===== src/rtl/buzzer_pkg.sv =====
// rtl/buzzer_pkg.sv - shared state encodings, mode constants and pattern table for the buzzer
package buzzer_pkg;

    typedef enum logic [1:0] {
        ST_IDLE   = 2'd0,
        ST_TONE_A = 2'd1,
        ST_TONE_B = 2'd2,
        ST_SILENT = 2'd3
    } state_t;

    localparam logic [1:0] MODE_CONT  = 2'd0;
    localparam logic [1:0] MODE_SIREN = 2'd1;
    localparam logic [1:0] MODE_BEEP  = 2'd2;
    localparam logic [1:0] MODE_CHIRP = 2'd3;

    // Index of the final segment of each pattern (pattern length minus one).
    function automatic logic [1:0] pat_last_idx(input logic [1:0] mode);
        case (mode)
            MODE_CONT:  pat_last_idx = 2'd0;
            MODE_SIREN: pat_last_idx = 2'd1;
            MODE_BEEP:  pat_last_idx = 2'd1;
            default:    pat_last_idx = 2'd3;
        endcase
    endfunction

    // State played during segment idx of the given pattern.
    function automatic state_t pat_seg(input logic [1:0] mode, input logic [1:0] idx);
        case (mode)
            MODE_CONT:  pat_seg = ST_TONE_A;
            MODE_SIREN: pat_seg = idx[0] ? ST_TONE_B : ST_TONE_A;
            MODE_BEEP:  pat_seg = idx[0] ? ST_SILENT : ST_TONE_A;
            default: begin
                case (idx)
                    2'd0:    pat_seg = ST_TONE_A;
                    2'd1:    pat_seg = ST_TONE_B;
                    default: pat_seg = ST_SILENT;
                endcase
            end
        endcase
    endfunction

endpackage


===== src/rtl/buzzer_tone_div.sv =====
// rtl/buzzer_tone_div.sv - half-period divider producing the square-wave tone
// Ports: i_clk, i_rst_n (sync, active low); i_clr forces output low; i_load restarts the
// divider at i_half-1 with output low; i_en counts down and toggles o_tone at zero.
module buzzer_tone_div #(
    parameter int DIV_W = 17
) (
    input  logic             i_clk,
    input  logic             i_rst_n,
    input  logic             i_clr,
    input  logic             i_load,
    input  logic             i_en,
    input  logic [DIV_W-1:0] i_half,
    output logic             o_tone
);

    logic [DIV_W-1:0] r_cnt;
    logic             r_tone;

    always_ff @(posedge i_clk) begin
        if (!i_rst_n) begin
            r_cnt  <= '0;
            r_tone <= 1'b0;
        end else if (i_clr) begin
            r_cnt  <= '0;
            r_tone <= 1'b0;
        end else if (i_load) begin
            r_cnt  <= i_half - DIV_W'(1);
            r_tone <= 1'b0;
        end else if (i_en) begin
            if (r_cnt == '0) begin
                r_tone <= ~r_tone;
                r_cnt  <= i_half - DIV_W'(1);
            end else begin
                r_cnt <= r_cnt - DIV_W'(1);
            end
        end
    end

    assign o_tone = r_tone;

endmodule


===== src/rtl/buzzer_pattern_gen.sv =====
// rtl/buzzer_pattern_gen.sv - two-pitch alarm tone generator with repeating segment patterns
// Ports: Clk_50MHz, Rst_n (sync, active low); Start/Stop control; Mode, Half_a, Half_b, Reps
// configuration latched on Start; Buzzer_out square wave; Busy while a pattern runs;
// Done one-cycle pulse after Reps patterns complete.
import buzzer_pkg::*;

module buzzer_pattern_gen #(
    parameter int DIV_W   = 17,
    parameter int SEG_CYC = 6250000,
    parameter int SEG_W   = 23,
    parameter int REP_W   = 8
) (
    input  logic             Clk_50MHz,
    input  logic             Rst_n,
    input  logic             Start,
    input  logic             Stop,
    input  logic [1:0]       Mode,
    input  logic [DIV_W-1:0] Half_a,
    input  logic [DIV_W-1:0] Half_b,
    input  logic [REP_W-1:0] Reps,
    output logic             Buzzer_out,
    output logic             Busy,
    output logic             Done
);

    localparam logic [SEG_W-1:0] SEG_LOAD = SEG_W'(SEG_CYC - 1);

    state_t           r_state;
    state_t           w_next_state;
    logic [1:0]       r_mode;
    logic [DIV_W-1:0] r_half_a;
    logic [DIV_W-1:0] r_half_b;
    logic [REP_W-1:0] r_reps;
    logic [REP_W-1:0] r_rep_cnt;
    logic [SEG_W-1:0] r_seg_cnt;
    logic [1:0]       r_seg_idx;
    logic             r_done;

    logic             w_done_next;
    logic             w_start;
    logic             w_seg_end;
    logic             w_last_seg;
    logic [REP_W-1:0] w_rep_next;
    logic [DIV_W-1:0] w_half_a_in;
    logic [DIV_W-1:0] w_half_b_in;
    logic [DIV_W-1:0] w_reload;
    logic             w_next_is_tone;
    logic             w_div_clr;
    logic             w_div_load;
    logic             w_div_en;
    logic             w_tone;

    // Half-periods below 2 would stall or glitch the divider.
    assign w_half_a_in = (Half_a < DIV_W'(2)) ? DIV_W'(2) : Half_a;
    assign w_half_b_in = (Half_b < DIV_W'(2)) ? DIV_W'(2) : Half_b;

    assign w_start    = Start && !Stop;
    assign w_seg_end  = (r_seg_cnt == '0);
    assign w_last_seg = (r_seg_idx == pat_last_idx(r_mode));
    assign w_rep_next = r_rep_cnt + REP_W'(1);

    always_comb begin
        w_next_state = r_state;
        w_done_next  = 1'b0;
        if (r_state == ST_IDLE) begin
            if (w_start) begin
                w_next_state = pat_seg(Mode, 2'd0);
            end
        end else if (Stop) begin
            w_next_state = ST_IDLE;
        end else if (w_seg_end) begin
            if (w_last_seg) begin
                if ((r_reps != '0) && (w_rep_next == r_reps)) begin
                    w_next_state = ST_IDLE;
                    w_done_next  = 1'b1;
                end else begin
                    w_next_state = pat_seg(r_mode, 2'd0);
                end
            end else begin
                w_next_state = pat_seg(r_mode, r_seg_idx + 2'd1);
            end
        end
    end

    // Leaving IDLE the config is not latched yet, so the clamped inputs feed the divider;
    // every pattern opens with tone A.
    always_comb begin
        w_reload = r_half_a;
        if (r_state == ST_IDLE) begin
            w_reload = w_half_a_in;
        end else if (w_next_state == ST_TONE_B) begin
            w_reload = r_half_b;
        end
    end

    // Only a change of state restarts the divider; a tone self-loop keeps its phase.
    assign w_next_is_tone = (w_next_state == ST_TONE_A) || (w_next_state == ST_TONE_B);
    assign w_div_clr      = !w_next_is_tone;
    assign w_div_load     = w_next_is_tone && (w_next_state != r_state);
    assign w_div_en       = w_next_is_tone && (w_next_state == r_state);

    always_ff @(posedge Clk_50MHz) begin
        if (!Rst_n) begin
            r_state   <= ST_IDLE;
            r_done    <= 1'b0;
            r_mode    <= '0;
            r_half_a  <= '0;
            r_half_b  <= '0;
            r_reps    <= '0;
            r_rep_cnt <= '0;
            r_seg_cnt <= '0;
            r_seg_idx <= '0;
        end else begin
            r_state <= w_next_state;
            r_done  <= w_done_next;
            if (r_state == ST_IDLE) begin
                if (w_start) begin
                    r_mode    <= Mode;
                    r_half_a  <= w_half_a_in;
                    r_half_b  <= w_half_b_in;
                    r_reps    <= Reps;
                    r_rep_cnt <= '0;
                    r_seg_cnt <= SEG_LOAD;
                    r_seg_idx <= 2'd0;
                end
            end else if (w_seg_end) begin
                r_seg_cnt <= SEG_LOAD;
                if (w_last_seg) begin
                    r_seg_idx <= 2'd0;
                    r_rep_cnt <= w_rep_next;
                end else begin
                    r_seg_idx <= r_seg_idx + 2'd1;
                end
            end else begin
                r_seg_cnt <= r_seg_cnt - SEG_W'(1);
            end
        end
    end

    buzzer_tone_div #(
        .DIV_W (DIV_W)
    ) u_tone_div (
        .i_clk   (Clk_50MHz),
        .i_rst_n (Rst_n),
        .i_clr   (w_div_clr),
        .i_load  (w_div_load),
        .i_en    (w_div_en),
        .i_half  (w_reload),
        .o_tone  (w_tone)
    );

    assign Buzzer_out = w_tone;
    assign Busy       = (r_state != ST_IDLE);
    assign Done       = r_done;

endmodule


===== config.mk =====
export PLATFORM = sky130hd
export DESIGN_NAME = buzzer_pattern_gen
export DESIGN_NICKNAME = d
export VERILOG_FILES = /design/src/rtl/buzzer_pkg.sv /design/src/rtl/buzzer_tone_div.sv /design/src/rtl/buzzer_pattern_gen.sv
export SDC_FILE = /design/constraint.sdc
export NUM_CORES = 1
export LEC_CHECK = 0
export CAP_MARGIN = 5
export CELL_PAD_IN_SITES_DETAIL_PLACEMENT = 2
export CELL_PAD_IN_SITES_GLOBAL_PLACEMENT = 2
export CORE_ASPECT_RATIO = 1.4
export CORE_MARGIN = 2
export CORE_UTILIZATION = 37
export DETAILED_ROUTE_END_ITERATION = 8
export PLACE_DENSITY_LB_ADDON = 0.1
export SYNTH_ARGS = -nofsm -noshare
export SYNTH_HDL_FRONTEND = slang
export SYNTH_SLANG_ARGS = --single-unit

===== constraint.sdc =====
create_clock -name Clk_50MHz -period 14.37 [get_ports Clk_50MHz]
set_clock_uncertainty 0.05 [all_clocks]
set_input_delay 2.1555 -clock Clk_50MHz [delete_from_list [all_inputs] [get_ports Clk_50MHz]]
set_output_delay 2.1555 -clock Clk_50MHz [all_outputs]
set_load 0.02 [all_outputs]

Yosys cells after proc, flatten, opt, wreduce, memory -nomap -nowiden. Index checks and enable logic that the tools add are counted. W data, S select, Z words.

Logic and storage cells: 87. Register bits: 98. Output and inout bits: 3.

Bitwise logic cells: 5. Eq/ne operators: 10. $lt $le $gt $ge: 2. Add/sub/neg operators: 5. Reductions and logical operators: 24. Muxes and demuxes: 30.

Operators with widths (number): $mux W17 (7); $mux W23 (3); $lt A17 B2 Y1 const B (2); $sub A17 B1 Y17 const B (2); $mux W8 (4); $logic_not A23 Y1 (1); $sub A23 B1 Y23 const B (1); $mux W2 (11); $logic_not A17 Y1 (1); $add A8 B1 Y8 const B (1); $eq A8 B8 Y1 (1); $pmux W2 S2 (2); $reduce_and A2 Y1 (4); $reduce_bool A2 Y1 (4); $reduce_bool A8 Y1 (1); $eq A2 B1 Y1 const B (3); $logic_not A2 Y1 (3); $pmux W2 S3 (1); $not A1 Y1 (5); $reduce_or A5 Y1 (1); $eq A2 B2 Y1 (2); $eq A2 B2 Y1 const B (2); $logic_and A1 B1 Y1 (4); $reduce_and A3 Y1 (1); 8 further kinds (9).

Longest topological paths before layout.
Word-level depth: 15. Gate-level depth with buffers: 23. Gate-level depth less buffers: 18.

Hierarchy. From an unflattened synthesis, not the netlist that was laid out.

Cells, all modules: 747. Area total of the unflattened synthesis: 5705.5 µm².

Modules (own cells, without submodules): buzzer_pattern_gen (times used 1, cells each 554, area an instance 4224.1 µm², sequential area each 1601.5 µm²); buzzer_tone_div (times used 1, cells each 193, area an instance 1481.4 µm², sequential area each 360.3 µm²).

Worst setup path before layout. OpenSTA, ideal clock, no wires.

Path type: input-to-reg. From: input port Stop. To: register u_tone_div.r_cnt[10]. Arrival time: 5392 ps. Path slack: 8842 ps. Stages on the path: 19. Data required time: 14234 ps. Setup time: 86 ps. Cell sequence: inv_1 nand3_1 o21ai_0 nor3b_4 a21oi_4 buf_6 inv_1 ha_1 clkbuf_1 buf_2 mux2_2 a21oi_1 ha_1 and2_1 and3_1 clkbuf_1 nand3_1 xnor2_1 a211oi_1.

Longest elaborated chain between the ends: 11. Elaborated cells between the ends (all ways): 20.

RTL lines: from (decl) (RTL line buzzer_pattern_gen.sv:16) `input logic Stop,`; $logic_not A1 Y1 (RTL line buzzer_pattern_gen.sv:57) `assign w_start = Start && !Stop;`; $logic_and A1 B1 Y1 (RTL line buzzer_pattern_gen.sv:57); $mux W2 (RTL line buzzer_pattern_gen.sv:66) `if (w_start) begin`; $mux W2 * (RTL line buzzer_pattern_gen.sv:65) `if (r_state == ST_IDLE) begin`; $eq A2 B2 Y1 (RTL line buzzer_pattern_gen.sv:91, buzzer_pattern_gen.sv:97); $mux W17 (RTL line buzzer_pattern_gen.sv:91) `end else if (w_next_state == ST_TONE_B) begin`; $mux W17 (RTL line buzzer_pattern_gen.sv:89) `if (r_state == ST_IDLE) begin`; $sub A17 B1 Y17 (RTL line buzzer_tone_div.sv:27, buzzer_tone_div.sv:32); $mux W17 (RTL line buzzer_tone_div.sv:30) `if (r_cnt == '0) begin`; $mux W17 (RTL line buzzer_tone_div.sv:29) `end else if (i_en) begin`; $mux W17 (RTL line buzzer_tone_div.sv:26) `end else if (i_load) begin`; to (signal assigned) (RTL line buzzer_tone_div.sv:27) `r_cnt <= i_half - DIV_W'(1);`; to (signal assigned) (RTL line buzzer_tone_div.sv:32) `r_cnt <= i_half - DIV_W'(1);`; to (signal assigned) (RTL line buzzer_tone_div.sv:34) `r_cnt <= r_cnt - DIV_W'(1);`; to (decl) (RTL line buzzer_tone_div.sv:16) `logic [DIV_W-1:0] r_cnt;`.

Every way passes the cells marked *; elsewhere a longest branch is shown, timed or not. The select of a mux whose other input is x is not followed. A chain may end at the register's enable or synchronous reset.

Worst setup path in the final report.
From: input port Stop. To: register u_tone_div.r_cnt[15].

Same word-level chain as after synthesis.

==> flow_metrics.py <==
metrics = {
    "synthesis": {
        "synth-seq-cells": 98,
        "postSynth.asyncResetShare_pct": 0,
        "synthMostInstantiatedCell": "sky130_fd_sc_hd__nand2_1",
        "synth_edf_count": 0,
        "synth.cells.most_frequent": "sky130_fd_sc_hd__nand2_1 (123), sky130_fd_sc_hd__dfxtp_1 (98), sky130_fd_sc_hd__a21oi_1 (85)",
        "yosysWarnings": 0,
        "postSynthNetCount": 767,
        "yosysSeqAreaShare_pct": 34.8,
        "netlist-cell-type-count": 62,
        "post-synth-top-area-fraction_pct": 34.8,
        "syn-instance-count": 712,
        "syn_area_mm2": 0.00564,
        "post_synthesis_cell_type_with_the_largest_combined_area": "sky130_fd_sc_hd__dfxtp_1",
        "postSynth.topFlopCell": "sky130_fd_sc_hd__dfxtp_1",
        "synthesis.area_per_instance_um2": 7.92,
        "ys_top_cells_by_area": "sky130_fd_sc_hd__dfxtp_1 (35%), sky130_fd_sc_hd__nand2_1 (8.2%), sky130_fd_sc_hd__a21oi_1 (7.5%)",
    },
    "sta": {
        "max-slew-margin-rel_pct": 21.9,
        "tns_ps": 0,
        "hold_ws_ps": 411,
        "achievable-frequency_mhz": 143,
        "final.period_utilization_pct": 48.6,
        "final_period_minus_worst_setup_slack_ps": 6980,
        "setup-violations-final": 0,
        "timing_hold_violations_final": 0,
        "rsz0062_at_grt": "false",
        "setup_ws_ps": 7390,
        "timing_worst_slew_pin_value_ps": 1170,
        "final_max_slew_viol_count": 0,
    },
    "power_and_ir_drop": {
        "switching_share_pct": 32.3,
        "power.share.sequential_pct": 38.5,
        "power.static_leakage_nw": 2.40,
        "internal_power_mw": 0.543,
        "power-per-cell-area_mw_per_mm2": 122,
        "p_comb_share_pct": 27.8,
        "power_switching_mw": 0.260,
        "vdd_drop_max_v": 0.0000456,
        "clock_power_share_pct": 33.7,
    },
    "die": {
        "start_util_pct": 37.6,
        "cell_row_count": 53,
        "design.portCount": 51,
        "fp.dieH_um": 150,
        "floorplan.die_area_mm2": 0.0163,
        "floorplan.core_area_mm2": 0.0150,
        "die-width_um": 108,
    },
    "global_route": {
        "grt.total_usage_pct": 24.3,
        "grt-ovfl-total": 0,
        "number_of_global_route_vias_before_repair": 5881,
        "antenna_found_initial": 0,
        "pin_count_of_the_biggest_net_entering_global_routing": 75,
        "grt_pass1_wl_mm": 30.4,
    },
    "clock_tree": {
        "clkTransAtPathRegs_ps": 70,
        "clock_path_buffers": 2,
        "clkSinkCount": 98,
        "cts_tree": "built",
        "cts_hold_buffers": 0,
        "insertion_delay_ps": 360,
        "cts_resized": 0,
        "clock_tree.root_cell": "sky130_fd_sc_hd__clkbuf_16",
        "htree_levels": 3,
        "postCtsSetupBuffers": 0,
        "numCtsBuffers": 9,
    },
    "route": {
        "antenna_violating_nets_post_route": 0,
        "drt-total-wl_mm": 19.1,
        "mean_routed_wirelength_per_cell_um": 20.4,
        "dr.first_iter.drc_count": 154,
        "drtPass1Iterations": 4,
        "via_count": 5376,
        "via_per_inst": 5.74,
        "drc": 0,
    },
    "placed_design": {
        "port-buffer-count": 50,
        "gpl.final_weighted_congestion": 0.857,
        "place_inst": 920,
        "detailedPlacementHpwl_mm": 13.6,
        "placement.setup.worst_slack_ps": 6980,
    },
    "setup_path": {
        "launching_element_type_of_the_critical_path": "input port",
        "timing.critical_path.fanout_max": 47,
        "cp_data_arrival_time_ps": 7210,
        "setup.worst_path.end_class": "flip-flop",
        "crit_required_ps": 14600,
        "criticalPathCategory": "input port to flip-flop",
    },
    "layout": {
        "area_delta_synth_final_pct": 16.9,
        "final_net_count": 794,
        "insertedDiodeCount": 0,
        "drive_above_1_share_pct": 7.53,
        "final-instance-count-excl-fill": 936,
    },
    "worst_hold_path": {
        "min-delay-path-class": "flip-flop to flip-flop",
    },
    "job": {
        "cap_violations": 0,
    },
    "status": {
        "outcome": "finished, final reports clean",
    },
}
## worst max-delay path, stage by stage
cell and delay (ps):
sky130_fd_sc_hd__clkdlybuf4s50_1 550, sky130_fd_sc_hd__inv_1 110, sky130_fd_sc_hd__nand3_1 90, sky130_fd_sc_hd__buf_4 430, sky130_fd_sc_hd__o21ai_0 260, sky130_fd_sc_hd__nor3b_4 260, sky130_fd_sc_hd__a21oi_4 190, sky130_fd_sc_hd__inv_1 180
sky130_fd_sc_hd__ha_1 820, sky130_fd_sc_hd__mux2_2 410, sky130_fd_sc_hd__mux2i_1 390, sky130_fd_sc_hd__nand4b_1 280, sky130_fd_sc_hd__or3_1 450, sky130_fd_sc_hd__nor4_1 300, sky130_fd_sc_hd__o21ai_0 120, sky130_fd_sc_hd__mux2i_1 200
## worst paths after layout
path	startpoint	to	slack (ps)	depth (start not counted)
hold / removal	r_half_a[16]	r_half_a[16]	410	2
hold reg to reg	r_half_a[16]	r_half_a[16]	410	2
setup reg to reg	r_rep_cnt[0]	u_tone_div.r_cnt[15]	8510	15
setup / recovery	Stop	u_tone_div.r_cnt[15]	7390	16
## area by class of cell
cell class                      count  area [um2]
Fill cell                        1727        8390
Inverter                           15        56.3
Clock buffer                       10         239
Timing Repair Buffer               54         531
Clock inverter                      6        90.1
Sequential cell                    98        1960
Multi-Input combinational cell    561        3480
Tap cell                          192         240
## logic make-up (layout without fill, tap and decap cells)
group	Yosys count	after routing	synth area share, %
buffers and inverters	53	85	3.73
AO/OA/AOI/OAI	157	157	17.1
XOR/XNOR	39	39	6.06
multiplexers	45	45	8.96
flip-flops	98	98	34.8
adder cells (fa/ha/maj)	7	7	1.55
AND/OR/NAND/NOR	313	313	27.8
## routing by layer
| metal | track usage, % | vias to the layer above | wire length, um |
|---|---|---|---|
| li1 | - | 2588 | - |
| met1 | 26.9 | 2706 | 7960 |
| met2 | 46.0 | 54 | 10200 |
| met3 | 3.59 | 28 | 372 |
| met4 | 9.55 | 0 | 516 |
| met5 | 0 | - | 0 |
## power by group through the flow
stage / sequential (mW) / combinational (mW) / clock (mW)
global route: 0.311 / 0.244 / 0.292
CTS: 0.309 / 0.225 / 0.279
global placement: 0.313 / 0.212 / 0
finish: 0.309 / 0.223 / 0.271
floorplan: 0.308 / 0.160 / 0
detailed placement: 0.315 / 0.221 / 0
## placed cells by master (no fill, tap or decap), drive strengths merged, types with 4 or more instances in the layout
cell,count
o21ai,23
nor3,25
nand3b,5
or3,14
nand2b,9
nor2,49
a31oi,7
a211oi,7
xnor2,18
xor2,21
nand2,123
nand3,15
nor4,22
mux2,16
or4,6
nor3b,8
and4,6
a21oi,86
nand4b,4
nand4,6
buf,4
dfxtp,98
and2,4
inv,15
clkbuf,10
mux2i,29
ha,7
or2,4
and3,8
clkdlybuf4s50,50
a311oi,4
## state kept, by name (all words and copies together) (netlist names)
signal	flops
u_tone_div.r_cnt	17
Done	1
r_reps	8
r_state	2
r_mode	2
r_half_a	17
r_seg_idx	2
r_half_b	17
r_rep_cnt	8
r_seg_cnt	23
u_tone_div.o_tone	1
## through the flow
| stage | area [um2] | utilization (%) | power, mW |
|---|---|---|---|
| after CTS | 6590 | 44.0 | 0.813 |
| after global placement | 6260 | 41.8 | 0.525 |
| after detailed placement | 6260 | 41.8 | 0.536 |
| after global routing | 6590 | 44.0 | 0.847 |
| after floorplan | 5640 | - | 0.468 |
| final | 6590 | 44.0 | 0.803 |
Power figures use the tool's default switching activity.
